File: src/rtl/spi_slave_pkg.sv
// Shared constants for the SPI mode-0 target: register map, CTRL/STATUS
// bit positions, FSM states and the RXDATA word layout.
package spi_slave_pkg;

   localparam int unsigned DATA_W = 32;
   localparam int unsigned ADR_W  = 14;
   localparam int unsigned BYTE_W = 8;

   localparam logic [1:0] REG_CTRL   = 2'd0;
   localparam logic [1:0] REG_STATUS = 2'd1;
   localparam logic [1:0] REG_RXDATA = 2'd2;
   localparam logic [1:0] REG_TXDATA = 2'd3;

   localparam int unsigned CTRL_ENABLE    = 0;
   localparam int unsigned CTRL_RX_INT_EN = 1;
   localparam int unsigned CTRL_RX_OVF    = 8;

   localparam int unsigned ST_RX_EMPTY    = 0;
   localparam int unsigned ST_RX_FULL     = 1;
   localparam int unsigned ST_TX_PENDING  = 2;
   localparam int unsigned ST_BUSY        = 3;
   localparam int unsigned ST_RX_COUNT_LO = 4;

   localparam logic [BYTE_W-1:0] TX_IDLE_DEFAULT = 8'hFF;

   typedef enum logic {
      IDLE  = 1'b0,
      SHIFT = 1'b1
   } spi_state_e;

   typedef struct packed {
      logic [22:0]       zero;
      logic              valid;
      logic [BYTE_W-1:0] data;
   } rxdata_word_t;

endpackage

File: src/rtl/spi_slave_io_if.sv
// dma_io register bus as seen by one peripheral in the read-data daisy chain.
interface spi_slave_io_if;
   import spi_slave_pkg::*;

   logic              dma_io_we;
   logic [ADR_W-1:0]  dma_io_wadr;
   logic [DATA_W-1:0] dma_io_wdata;
   logic [ADR_W-1:0]  dma_io_radr;
   logic              dma_io_radr_en;
   logic [DATA_W-1:0] dma_io_rdata_in;
   logic [DATA_W-1:0] dma_io_rdata;

   modport master (
      output dma_io_we, dma_io_wadr, dma_io_wdata,
      output dma_io_radr, dma_io_radr_en, dma_io_rdata_in,
      input  dma_io_rdata
   );

   modport slave (
      input  dma_io_we, dma_io_wadr, dma_io_wdata,
      input  dma_io_radr, dma_io_radr_en, dma_io_rdata_in,
      output dma_io_rdata
   );
endinterface

File: src/rtl/spi_rx_fifo.sv
// Synchronous power-of-two FIFO for received SPI bytes.
// A push while full is dropped unless a pop frees the slot in the same cycle.
module spi_rx_fifo #(
   parameter int unsigned DEPTH = 4,
   parameter int unsigned WIDTH = 8
) (
   input  logic                       clk,
   input  logic                       rst,
   input  logic                       push,
   input  logic [WIDTH-1:0]           wdata,
   input  logic                       pop,
   output logic [WIDTH-1:0]           rdata,
   output logic [$clog2(DEPTH):0]     count,
   output logic                       full,
   output logic                       empty
);
   localparam int unsigned AW = $clog2(DEPTH);
   localparam int unsigned CW = AW + 1;

   logic [WIDTH-1:0] mem_q [DEPTH];
   logic [WIDTH-1:0] mem_d [DEPTH];
   logic [AW-1:0]    wptr_q, wptr_d, rptr_q, rptr_d;
   logic [CW-1:0]    cnt_q, cnt_d;
   logic             do_push, do_pop;

   assign full    = (cnt_q == CW'(DEPTH));
   assign empty   = (cnt_q == '0);
   assign count   = cnt_q;
   assign rdata   = mem_q[rptr_q];
   assign do_pop  = pop & ~empty;
   assign do_push = push & (~full | do_pop);

   always_comb begin
      mem_d  = mem_q;
      wptr_d = wptr_q;
      rptr_d = rptr_q;
      cnt_d  = cnt_q;
      if (do_push) begin
         mem_d[wptr_q] = wdata;
         wptr_d        = wptr_q + AW'(1);
      end
      if (do_pop) begin
         rptr_d = rptr_q + AW'(1);
      end
      case ({do_push, do_pop})
         2'b10:   cnt_d = cnt_q + CW'(1);
         2'b01:   cnt_d = cnt_q - CW'(1);
         default: cnt_d = cnt_q;
      endcase
   end

   always_ff @(posedge clk) begin
      if (rst) begin
         for (int i = 0; i < int'(DEPTH); i++) mem_q[i] <= '0;
         wptr_q <= '0;
         rptr_q <= '0;
         cnt_q  <= '0;
      end else begin
         mem_q  <= mem_d;
         wptr_q <= wptr_d;
         rptr_q <= rptr_d;
         cnt_q  <= cnt_d;
      end
   end
endmodule

File: src/rtl/spi_slave_io.sv
// SPI mode-0 target on the dma_io bus: oversampled sck/csn/mosi, RX FIFO,
// TX holding register and a daisy-chained register read port.
module spi_slave_io
   import spi_slave_pkg::*;
#(
   parameter logic [15:0]       IO_BASE  = 16'hC400,
   parameter int unsigned       RX_DEPTH = 4,
   parameter logic [BYTE_W-1:0] TX_IDLE  = TX_IDLE_DEFAULT
) (
   input  logic           clk,
   input  logic           rst,
   input  logic           spi_sck,
   input  logic           spi_csn,
   input  logic           spi_mosi,
   output logic           spi_miso,
   output logic           spi_miso_en,
   output logic           spi_rx_int,
   spi_slave_io_if.slave  bus
);
   localparam int unsigned CNT_W    = $clog2(RX_DEPTH) + 1;
   localparam logic [11:0] BASE_TAG = IO_BASE[15:4];

   logic [2:0]        sck_sync_q, sck_sync_d;
   logic [2:0]        csn_sync_q, csn_sync_d;
   logic [2:0]        mosi_sync_q, mosi_sync_d;
   spi_state_e        state_q, state_d;
   logic [2:0]        bitcnt_q, bitcnt_d;
   logic              reload_q, reload_d;
   logic [BYTE_W-1:0] rx_sr_q, rx_sr_d;
   logic [BYTE_W-1:0] tx_sr_q, tx_sr_d;
   logic [BYTE_W-1:0] tx_hold_q, tx_hold_d;
   logic              tx_pending_q, tx_pending_d;
   logic              enable_q, enable_d;
   logic              rx_int_en_q, rx_int_en_d;
   logic              rx_ovf_q, rx_ovf_d;
   logic              rd_hit_q, rd_hit_d;
   logic [DATA_W-1:0] rdata_q, rdata_d;

   logic              sck_rise, sck_fall, csn_fall, csn_rise, mosi_s;
   logic              wr_hit, rd_hit;
   logic              fifo_push, fifo_pop, fifo_full, fifo_empty;
   logic [BYTE_W-1:0] fifo_rdata, rx_byte;
   logic [CNT_W-1:0]  fifo_count;
   logic [DATA_W-1:0] rd_value;
   rxdata_word_t      rx_word;
   logic              unused_wdata;

   // Edges come from the settled stage 2 against stage 3.
   assign sck_rise = sck_sync_q[1] & ~sck_sync_q[2];
   assign sck_fall = ~sck_sync_q[1] & sck_sync_q[2];
   assign csn_fall = ~csn_sync_q[1] & csn_sync_q[2];
   assign csn_rise = csn_sync_q[1] & ~csn_sync_q[2];
   assign mosi_s   = mosi_sync_q[1];
   assign rx_byte  = {rx_sr_q[BYTE_W-2:0], mosi_s};

   assign wr_hit   = bus.dma_io_we & (bus.dma_io_wadr[ADR_W-1:2] == BASE_TAG);
   assign rd_hit   = bus.dma_io_radr_en & (bus.dma_io_radr[ADR_W-1:2] == BASE_TAG);
   assign fifo_pop = rd_hit & (bus.dma_io_radr[1:0] == REG_RXDATA);
   assign unused_wdata = ^bus.dma_io_wdata[DATA_W-1:CTRL_RX_OVF+1];

   spi_rx_fifo #(
      .DEPTH (RX_DEPTH),
      .WIDTH (BYTE_W)
   ) u_rx_fifo (
      .clk   (clk),
      .rst   (rst),
      .push  (fifo_push),
      .wdata (rx_byte),
      .pop   (fifo_pop),
      .rdata (fifo_rdata),
      .count (fifo_count),
      .full  (fifo_full),
      .empty (fifo_empty)
   );

   always_comb begin
      rx_word       = '0;
      rx_word.valid = ~fifo_empty;
      rx_word.data  = fifo_empty ? '0 : fifo_rdata;
      rd_value      = '0;
      case (bus.dma_io_radr[1:0])
         REG_CTRL: begin
            rd_value[CTRL_ENABLE]    = enable_q;
            rd_value[CTRL_RX_INT_EN] = rx_int_en_q;
            rd_value[CTRL_RX_OVF]    = rx_ovf_q;
         end
         REG_STATUS: begin
            rd_value[ST_RX_EMPTY]                     = fifo_empty;
            rd_value[ST_RX_FULL]                      = fifo_full;
            rd_value[ST_TX_PENDING]                   = tx_pending_q;
            rd_value[ST_BUSY]                         = ~csn_sync_q[1];
            rd_value[ST_RX_COUNT_LO +: 4]             = 4'(fifo_count);
         end
         REG_RXDATA: rd_value = DATA_W'(rx_word);
         default:    rd_value = '0;
      endcase
   end

   // Next-state: synchronisers, shift FSM, register writes, read capture.
   always_comb begin
      sck_sync_d   = {sck_sync_q[1:0], spi_sck};
      csn_sync_d   = {csn_sync_q[1:0], spi_csn};
      mosi_sync_d  = {mosi_sync_q[1:0], spi_mosi};
      state_d      = state_q;
      bitcnt_d     = bitcnt_q;
      reload_d     = reload_q;
      rx_sr_d      = rx_sr_q;
      tx_sr_d      = tx_sr_q;
      tx_hold_d    = tx_hold_q;
      tx_pending_d = tx_pending_q;
      enable_d     = enable_q;
      rx_int_en_d  = rx_int_en_q;
      rx_ovf_d     = rx_ovf_q;
      fifo_push    = 1'b0;
      rd_hit_d     = rd_hit;
      rdata_d      = rd_hit ? rd_value : '0;

      case (state_q)
         IDLE: begin
            if (enable_q && csn_fall) begin
               tx_sr_d      = tx_pending_q ? tx_hold_q : TX_IDLE;
               tx_pending_d = 1'b0;
               bitcnt_d     = '0;
               reload_d     = 1'b0;
               state_d      = SHIFT;
            end
         end
         SHIFT: begin
            if (csn_rise) begin
               bitcnt_d = '0;
               reload_d = 1'b0;
               state_d  = IDLE;
            end else if (sck_rise) begin
               rx_sr_d  = rx_byte;
               bitcnt_d = bitcnt_q + 3'd1;
               if (bitcnt_q == 3'd7) begin
                  fifo_push = 1'b1;
                  reload_d  = 1'b1;
               end
            end else if (sck_fall) begin
               if (reload_q) begin
                  tx_sr_d      = tx_pending_q ? tx_hold_q : TX_IDLE;
                  tx_pending_d = 1'b0;
                  reload_d     = 1'b0;
               end else begin
                  tx_sr_d = {tx_sr_q[BYTE_W-2:0], 1'b0};
               end
            end
         end
         default: state_d = IDLE;
      endcase

      // Disabling drops the frame in progress; FIFO and TX state survive.
      if (!enable_q) begin
         state_d   = IDLE;
         bitcnt_d  = '0;
         reload_d  = 1'b0;
         fifo_push = 1'b0;
      end

      if (wr_hit && bus.dma_io_wadr[1:0] == REG_CTRL) begin
         enable_d    = bus.dma_io_wdata[CTRL_ENABLE];
         rx_int_en_d = bus.dma_io_wdata[CTRL_RX_INT_EN];
         if (bus.dma_io_wdata[CTRL_RX_OVF]) rx_ovf_d = 1'b0;
      end
      if (wr_hit && bus.dma_io_wadr[1:0] == REG_TXDATA) begin
         tx_hold_d    = bus.dma_io_wdata[BYTE_W-1:0];
         tx_pending_d = 1'b1;
      end

      // A push into a full FIFO is lost unless a pop lands in the same cycle.
      if (fifo_push && fifo_full && !fifo_pop) rx_ovf_d = 1'b1;
   end

   always_ff @(posedge clk) begin
      if (rst) begin
         sck_sync_q   <= 3'b000;
         csn_sync_q   <= 3'b111;
         mosi_sync_q  <= 3'b000;
         state_q      <= IDLE;
         bitcnt_q     <= '0;
         reload_q     <= 1'b0;
         rx_sr_q      <= '0;
         tx_sr_q      <= TX_IDLE;
         tx_hold_q    <= '0;
         tx_pending_q <= 1'b0;
         enable_q     <= 1'b0;
         rx_int_en_q  <= 1'b0;
         rx_ovf_q     <= 1'b0;
         rd_hit_q     <= 1'b0;
         rdata_q      <= '0;
      end else begin
         sck_sync_q   <= sck_sync_d;
         csn_sync_q   <= csn_sync_d;
         mosi_sync_q  <= mosi_sync_d;
         state_q      <= state_d;
         bitcnt_q     <= bitcnt_d;
         reload_q     <= reload_d;
         rx_sr_q      <= rx_sr_d;
         tx_sr_q      <= tx_sr_d;
         tx_hold_q    <= tx_hold_d;
         tx_pending_q <= tx_pending_d;
         enable_q     <= enable_d;
         rx_int_en_q  <= rx_int_en_d;
         rx_ovf_q     <= rx_ovf_d;
         rd_hit_q     <= rd_hit_d;
         rdata_q      <= rdata_d;
      end
   end

   assign spi_miso         = tx_sr_q[BYTE_W-1];
   assign spi_miso_en      = enable_q & ~csn_sync_q[1];
   assign spi_rx_int       = rx_int_en_q & ~fifo_empty;
   assign bus.dma_io_rdata = rd_hit_q ? rdata_q : bus.dma_io_rdata_in;
endmodule

File: src/flat_wrapper.sv
// flat-port wrapper written by rule: the top's interface ports become plain ports
module spi_slave_io_flat import spi_slave_pkg::*;
#(
   parameter logic [15:0]       IO_BASE  = 16'hC400,
   parameter int unsigned       RX_DEPTH = 4,
   parameter logic [BYTE_W-1:0] TX_IDLE  = TX_IDLE_DEFAULT
)
  (clk, rst, spi_sck, spi_csn, spi_mosi, spi_miso, spi_miso_en, spi_rx_int, bus_dma_io_we, bus_dma_io_wadr, bus_dma_io_wdata, bus_dma_io_radr, bus_dma_io_radr_en, bus_dma_io_rdata_in, bus_dma_io_rdata);
  spi_slave_io_if bus_i ();
  input  logic clk;
  input  logic rst;
  input  logic spi_sck;
  input  logic spi_csn;
  input  logic spi_mosi;
  output logic spi_miso;
  output logic spi_miso_en;
  output logic spi_rx_int;
  input wire logic [$bits(bus_i.dma_io_we)-1:0] bus_dma_io_we;
  input wire logic [$bits(bus_i.dma_io_wadr)-1:0] bus_dma_io_wadr;
  input wire logic [$bits(bus_i.dma_io_wdata)-1:0] bus_dma_io_wdata;
  input wire logic [$bits(bus_i.dma_io_radr)-1:0] bus_dma_io_radr;
  input wire logic [$bits(bus_i.dma_io_radr_en)-1:0] bus_dma_io_radr_en;
  input wire logic [$bits(bus_i.dma_io_rdata_in)-1:0] bus_dma_io_rdata_in;
  output wire logic [$bits(bus_i.dma_io_rdata)-1:0] bus_dma_io_rdata;
  assign bus_i.dma_io_we = bus_dma_io_we;
  assign bus_i.dma_io_wadr = bus_dma_io_wadr;
  assign bus_i.dma_io_wdata = bus_dma_io_wdata;
  assign bus_i.dma_io_radr = bus_dma_io_radr;
  assign bus_i.dma_io_radr_en = bus_dma_io_radr_en;
  assign bus_i.dma_io_rdata_in = bus_dma_io_rdata_in;
  assign bus_dma_io_rdata = bus_i.dma_io_rdata;
  spi_slave_io #(.IO_BASE(IO_BASE), .RX_DEPTH(RX_DEPTH), .TX_IDLE(TX_IDLE)) u_core (.clk(clk), .rst(rst), .spi_sck(spi_sck), .spi_csn(spi_csn), .spi_mosi(spi_mosi), .spi_miso(spi_miso), .spi_miso_en(spi_miso_en), .spi_rx_int(spi_rx_int), .bus(bus_i));
endmodule
File: config.mk
export PLATFORM = sky130hd
export DESIGN_NAME = spi_slave_io_flat
export DESIGN_NICKNAME = d
export VERILOG_FILES = /design/src/rtl/spi_slave_pkg.sv /design/src/rtl/spi_slave_io_if.sv /design/src/rtl/spi_rx_fifo.sv /design/src/rtl/spi_slave_io.sv /design/src/flat_wrapper.sv
export SDC_FILE = /design/constraint.sdc
export NUM_CORES = 1
export LEC_CHECK = 0
export CORE_AREA = 2 2 107 109
export CTS_CLUSTER_SIZE = 8
export DETAILED_ROUTE_END_ITERATION = 8
export DIE_AREA = 0 0 109 111
export PLACE_DENSITY = 0.68
export SYNTH_ARGS = -nofsm -noshare
export SYNTH_HDL_FRONTEND = slang
export SYNTH_HIERARCHICAL = 1
export SYNTH_SLANG_ARGS = --single-unit
export TNS_END_PERCENT = 50
File: constraint.sdc
create_clock -name clk -period 9 [get_ports clk]
set_clock_uncertainty 0.15 [all_clocks]
set_input_delay 1.8 -clock clk [delete_from_list [all_inputs] [get_ports clk]]
set_output_delay 1.8 -clock clk [all_outputs]
set_load 0.005 [all_outputs]
### Word-level counts from Yosys, hierarchy flattened

Index checks and enable logic that the tools add are counted.

| storage, ports and cells | value |
|---|---|
| logic and storage cells | 143 |
| flip-flop bits (word level) | 112 |

| operators by class | value |
|---|---|
| reductions and logical operators | 21 |
| $add $sub $neg | 5 |
| bitwise operators | 24 |
| equal/unequal tests | 21 |
| order comparisons | 3 |
| muxes and demuxes | 46 |

Operators by type and width:

| kind | number |
|---|---|
| 8-bit 2-to-1 mux | 10 |
| 32-bit bitwise mux | 1 |
| 32-bit 2-to-1 mux | 1 |
| 12-bit equality test (second input constant) | 2 |
| 1-bit 2-to-1 mux | 20 |
| 8-bit binary-select mux with 2-bit select | 1 |
| 8-bit demux with 2-bit select | 1 |
| 8-bit one-hot mux with 2 select lines | 1 |
| 3-bit inequality test (second input constant) | 5 |
| 3-bit one-hot mux with 2 select lines | 2 |
| 6-bit one-hot mux with 2 select lines | 1 |
| 1-bit bitwise AND | 11 |
| 1-bit inverter | 10 |
| 3-bit 2-to-1 mux | 3 |
| 4-bit inequality test (second input constant) | 2 |
| 1-bit one-hot mux with 2 select lines | 4 |
| 3-bit by 1-bit adder with 3-bit output (second input constant) | 2 |
| 2-bit equality test (second input constant) | 3 |
| 3-bit equality test (second input constant) | 2 |
| 3-bit >= comparator (second input constant) | 2 |
| 1-bit logical AND | 6 |
| 2-bit inequality test (second input constant) | 3 |
| 2-bit inverter with 3-bit output | 2 |
| 2-bit one-hot mux with 3 select lines | 1 |
| other kinds (16) | 24 |

### Depth between registers and ports, before layout

| logic depth | value |
|---|---|
| depth in word-level cells | 10 |
| depth in mapped cells | 14 |
| gate-level depth less buffers | 13 |

### By module

The synthesis kept the hierarchy.

By module, submodules not included:

| module | seq. area each (um2) | area an instance (um2) | cells an instance | times used |
|---|---|---|---|---|
| spi_slave_io | 1,001.0 | 2,371.0 | 263 | 1 |
| spi_rx_fifo | 780.7 | 1,889.3 | 172 | 1 |

### Least setup slack after synthesis

OpenSTA, ideal clock, no wires.

| timing | value |
|---|---|
| path type | input to register |
| start point | input bus_dma_io_radr[0] |
| end point | register u_core.u_rx_fifo.cnt_q[2], in the netlist u_core/u_rx_fifo/count[2] |
| data required time | 8.780 ns |
| slack | 4.639 ns |
| stages | 14 |
| data arrival time | 4.141 ns |
| buffers on the path | 1 |
| path through | inv_1 > ha_1 > inv_1 > nor2_1 > or4b_1 > buf_6 > and2_2 > inv_1 > ha_1 > inv_1 > fa_1 > xor2_1 > or3_1 > a21oi_1 |

| between the ends | value |
|---|---|
| longest elaborated chain between the ends | 7 |

RTL lines:

| what | RTL line | RTL |
|---|---|---|
| start: declaration | flat_wrapper.sv:21 | `input wire logic [$bits(bus_i.dma_io_radr)-1:0] bus_dma_io_radr;` |
| 2-bit equality test * | spi_slave_io.sv:58 | `assign fifo_pop = rd_hit & (bus.dma_io_radr[1:0] == REG_RXDATA);` |
| 1-bit bitwise AND * | spi_slave_io.sv:58 |  |
| named net u_core.fifo_pop | spi_slave_io.sv:41 | `logic fifo_push, fifo_pop, fifo_full, fifo_empty;` |
| 1-bit bitwise AND * | spi_rx_fifo.sv:30 | `assign do_pop = pop & ~empty;` |
| 1-bit OR | spi_rx_fifo.sv:31 | `assign do_push = push & (~full \| do_pop);` |
| 1-bit bitwise AND | spi_rx_fifo.sv:31 |  |
| 2-bit by 1-bit equality test with 1-bit output or 2-bit equality test (tied branches) | spi_rx_fifo.sv:45 | `case ({do_push, do_pop})` |
| 3-bit one-hot mux with 2 select lines or 2-bit nonzero test (tied branches) | -- |  |
| end signal: assignment | spi_rx_fifo.sv:62 | `cnt_q <= cnt_d;` |
| end: declaration | spi_rx_fifo.sv:23 | `logic [CW-1:0] cnt_q, cnt_d;` |

The timed path passes the listed nets; every way through them passes the cells marked *.
A chain may end at the register's enable or synchronous reset.

### Worst setup path in the final report

| timing | value |
|---|---|
| start point | input bus_dma_io_rdata_in[24] |
| end point | output bus_dma_io_rdata[24] |

| between the ends | value |
|---|---|
| longest elaborated chain between the ends | 1 |

RTL lines:

| what | RTL line | RTL |
|---|---|---|
| start: declaration | flat_wrapper.sv:23 | `input wire logic [$bits(bus_i.dma_io_rdata_in)-1:0] bus_dma_io_rdata_in;` |
| 32-bit 2-to-1 mux | spi_slave_io.sv:214 | `assign bus.dma_io_rdata = rd_hit_q ? rdata_q : bus.dma_io_rdata_in;` |
| end: declaration | flat_wrapper.sv:24 | `output wire logic [$bits(bus_i.dma_io_rdata)-1:0] bus_dma_io_rdata;` |

Every way passes these cells.

==> impl.org <==
** Route
- For this run, design rule violations remaining after detail routing come to 0.
- Wires add up to ~9500 microns.
- Before antenna repair, the detailed router went through 4 iterations.
- Via count :: 3389
- Avg WL per Cell :: between 10 and 15 microns
- Count of nets left with antenna violations after detail routing :: 0
- Drt first-iter violations :: 183
- After detailed routing, the number of vias per cell comes to 4.97.

** Floorplanning
- The die covers roughly 12000 sq um.
- CORE AREA :: ~11000 sq um
- Measured along the x axis, the die boundary spans 109 microns.
- Die height :: around 110 microns
- IO Pins :: 134
- Starting Density :: 0.385
- Floorplan row count :: 39

** STA
- Setup repair after global routing left no endpoint under its margin.
- The hold violation total from the final report is 0.
- At the pin with the least slew margin, the transition time is a little over 1000 ps.
- Setup violations remaining at the end of the flow were counted as 0.
- Dividing the final minimum period by the clock period gives 0.543.
- Setup TNS :: 0 ps
- The worst path needs 4890 ps of the cycle, external delays included.
- Measured against its own limit, the worst slew margin works out to 0.306.
- For this run, the top clock speed supported by timing is 0.204 GHz.
- The number of pins with negative max-slew slack in the final report is 0.

** Clock network
- TritonCTS clock tree :: built
- Hold repair after CTS inserted 0 buffers.
- Post-cts resize count :: 0
- Clock-pin slew was measured on the worst setup and hold paths at 60 ps.
- Number of buffers created by CTS :: 9
- Buffers added to address setup during post-CTS repair amount to 0.
- In this run the clock root is driven by a sky130_fd_sc_hd__clkbuf_16.
- Clock tree sinks :: 89
- For the worst-skew pair, the clock arrives at the later sink with an insertion delay of 340 ps.
- No sink is reached through more buffers than the 2 on the longest clock path.
- H-tree depth :: 3

** Logic synthesis
- Most used flip-flop cell after synthesis :: sky130_fd_sc_hd__dfxtp_1
- Synthesis instantiated 52 different standard cells from the library.
- Number of warning messages in the yosys log :: 6
- Number of nets in the synthesized netlist :: 546
- The synthesized design contains between 80 and 90 register bits.
- The synthesized netlist occupies a cell area of 4260 sq um.
- After technology mapping, the gate count stands at 435.
- Mean Syn Cell Area :: 9.79 sq um
- The synthesized design contains 0 enable-type register cells.
- Of the synthesized area, sequential elements account for 0.418.
- For this run, asynchronously set or reset flops after synthesis account for 0.

** Min path
- Hold crit path type :: flop to flop

** Global route
- The via count of the first global-routing pass was 3300.
- Global-route wire length before repair :: roughly 15000 microns
- Total global-route track usage :: 0.161
- Entering global routing, the biggest net connects approximately 90 pins.
- Initial antenna violation count :: 0
- For this run the aggregate overflow at the end of global routing stands at 0.

** Layout
- Syn-to-layout area delta :: 34.4%
- Storage element area :: 1780 sq um
- Leaving out fill and tap cells, the most frequent cells in the layout are sky130_fd_sc_hd__clkdlybuf4s50_1, sky130_fd_sc_hd__dfxtp_1, sky130_fd_sc_hd__nand2b_1.
- In the final layout, the multi-input gates occupy 2270 sq um.
- Layout cells sized above 1 :: 0.0928
- In the final design database the tool counted between 600 and 700 nets.
- Antenna diode instance count :: 0
- The library cell used most frequently in the layout, excluding fill and tap cells, is sky130_fd_sc_hd__clkdlybuf4s50_1.
- Counting the fill cells in the layout gives 1000.

** Setup path
- The kind of cell with the highest combined delay along the critical path is buffers and inverters.
- Data on the critical path arrives at its endpoint at 2940 ps.
- Cell type with the highest occurrence count on the critical path :: sky130_fd_sc_hd__clkdlybuf4s50_1
- The worst setup path is of the input port to primary output kind.
- The number of buffers and inverters on the critical path is 2.
- Largest fanout on the critical path :: 1
- Required time reported for the critical path endpoint :: 7050 ps
- Delay of the slowest cell on the worst path :: 520 ps
- Slowest cell on the critical path :: sky130_fd_sc_hd__clkdlybuf4s50_1
- Critical Path Start Type :: input port
- Worst setup EP type :: primary output
- Traced cell by cell, the critical path runs through clkdlybuf4s50_1, nor2b_1, clkdlybuf4s50_1.

** Placement
- Detail Placement HPWL :: just under 7000 microns
- During placement, the flow inserted port buffers numbering 110.
- Placer congestion estimate :: 0.749

** Power
- Worst IR drop on VDD :: 0.0951 mV
- Ratio of total power to cell area :: 146 nW/um^2
- Static leakage power :: between 2 and 2.5 nW
- Total power draw :: ~840 uW

** Outcome
- The flow ran to the end, and the final reports show no timing, DRC or antenna violations.

** Job
- Across the run, the number of max-cap violations was 0.
-- area by class of cell --
class / count / share of cell area
clock inverter: 6 / 0.0114
clock buffer: 10 / 0.0400
timing repair buffer: 112 / 0.194
inverter: 23 / 0.0151
sequential: 89 / 0.311
multi-input combinational: 299 / 0.397
tap: 143 / 0.0312
-- final timing paths --
kind	startpoint	end	slack (ps)	cells past startpoint
worst max-delay path	bus_dma_io_rdata_in[24]	bus_dma_io_rdata[24]	4110	3
worst min-delay path	u_core/csn_sync_q[0]$_SDFF_PP1_	u_core/csn_sync_q[1]$_SDFF_PP1_	260	1
worst max register to register	u_core/csn_sync_q[1]$_SDFF_PP1_	u_core/u_rx_fifo/count[2]$_SDFFE_PP0P_	5910	11
worst min register to register	u_core/csn_sync_q[0]$_SDFF_PP1_	u_core/csn_sync_q[1]$_SDFF_PP1_	260	1
-- where the power goes --
| group | internal [mW] | switching [mW] |
|---|---|---|
| clock | 0.216 | 0.154 |
| sequential | 0.395 | 0.00113 |
| combinational | 0.0506 | 0.0184 |
| total | 0.662 | 0.173 |
-- worst register-to-register path, delay by kind of cell (launching register included) --
family | cells | cell delay, ps
AOI/OAI and AO/OA | 1 | 150
xor gates and xnor gates | 1 | 150
adders and majority gates | 2 | 550
buffers and inverters | 2 | 120
DFF | 1 | 520
and+or+nand+nor | 5 | 1370
-- state kept, by name, indices dropped and copies added (netlist names) --
signal and flops:
u_core/rx_ovf_q 1, u_core/state_q 1, u_core/u_rx_fifo/count 3, u_core/tx_hold_q 8, u_core/csn_sync_q 3, u_core/mosi_sync_q 2
u_core/rx_sr_q 7, u_core/rx_int_en_q 1, u_core/rdata_q 9, u_core/rd_hit_q 1, u_core/bitcnt_q 3, u_core/u_rx_fifo/rptr_q 2
u_core/reload_q 1, u_core/sck_sync_q 3, u_core/u_rx_fifo/wptr_q 2, u_core/enable_q 1, u_core/tx_sr_q 8, u_core/u_rx_fifo/mem_q 32
u_core/tx_pending_q 1
-- metal layers --
| metal | up-vias | wire [microns] | track usage |
|---|---|---|---|
| met5 | - | 0 | 0 |
| met4 | 0 | 130 | 0.0624 |
| met3 | 9 | 679 | 0.0494 |
| met2 | 103 | 4590 | 0.272 |
| met1 | 1580 | 4100 | 0.189 |
| li1 | 1697 | - | - |
-- per-stage QoR --
step,hold slack [ps],util,setup slack [ps],cells,area [sq um]
3_5_place_dp,242,0.490,3810,666,5430
4_1_cts,257,0.517,4090,682,5730
2_1_floorplan,239,-,4640,435,4260
3_3_place_gp,244,0.490,3910,666,5430
5_1_grt,281,0.517,4010,682,5730
6_report,257,0.517,4110,682,5730
-- synth_stat cells, drive strengths merged, types with 2 or more instances --
cell	number	area [sq um]
mux4	8	180
dfxtp	89	1780
nand4	2	12.5
nand4b	3	26.3
nor2	37	139
a211o	9	78.8
a311oi	7	61.3
inv	23	86.3
or3b	2	17.5
nor3	3	15.0
buf	5	46.3
or4	3	26.3
and3	4	30.0
nor4	3	40.0
or3	2	12.5
xor2	3	26.3
ha	11	138
mux2i	42	420
a32oi	2	17.5
o31ai	2	15.0
nor2b	34	213
or2	4	25.0
a21oi	16	80.1
mux2	9	101
clkbuf	19	71.3
a22oi	4	30.0
nand2	16	60.1
o21ai	6	30.0
nand3	6	45.0
nand2b	46	288
-- cells by family after synthesis --
logic type,count (synthesis),synth area share
AOI/OAI and AO/OA,52,0.0855
adders and majority gates,12,0.0370
xor gates and xnor gates,4,0.00822
and+or+nand+nor,172,0.238
DFF,89,0.418
buffers and inverters,47,0.0479
muxes,59,0.165
Power figures use the tool's default switching activity.
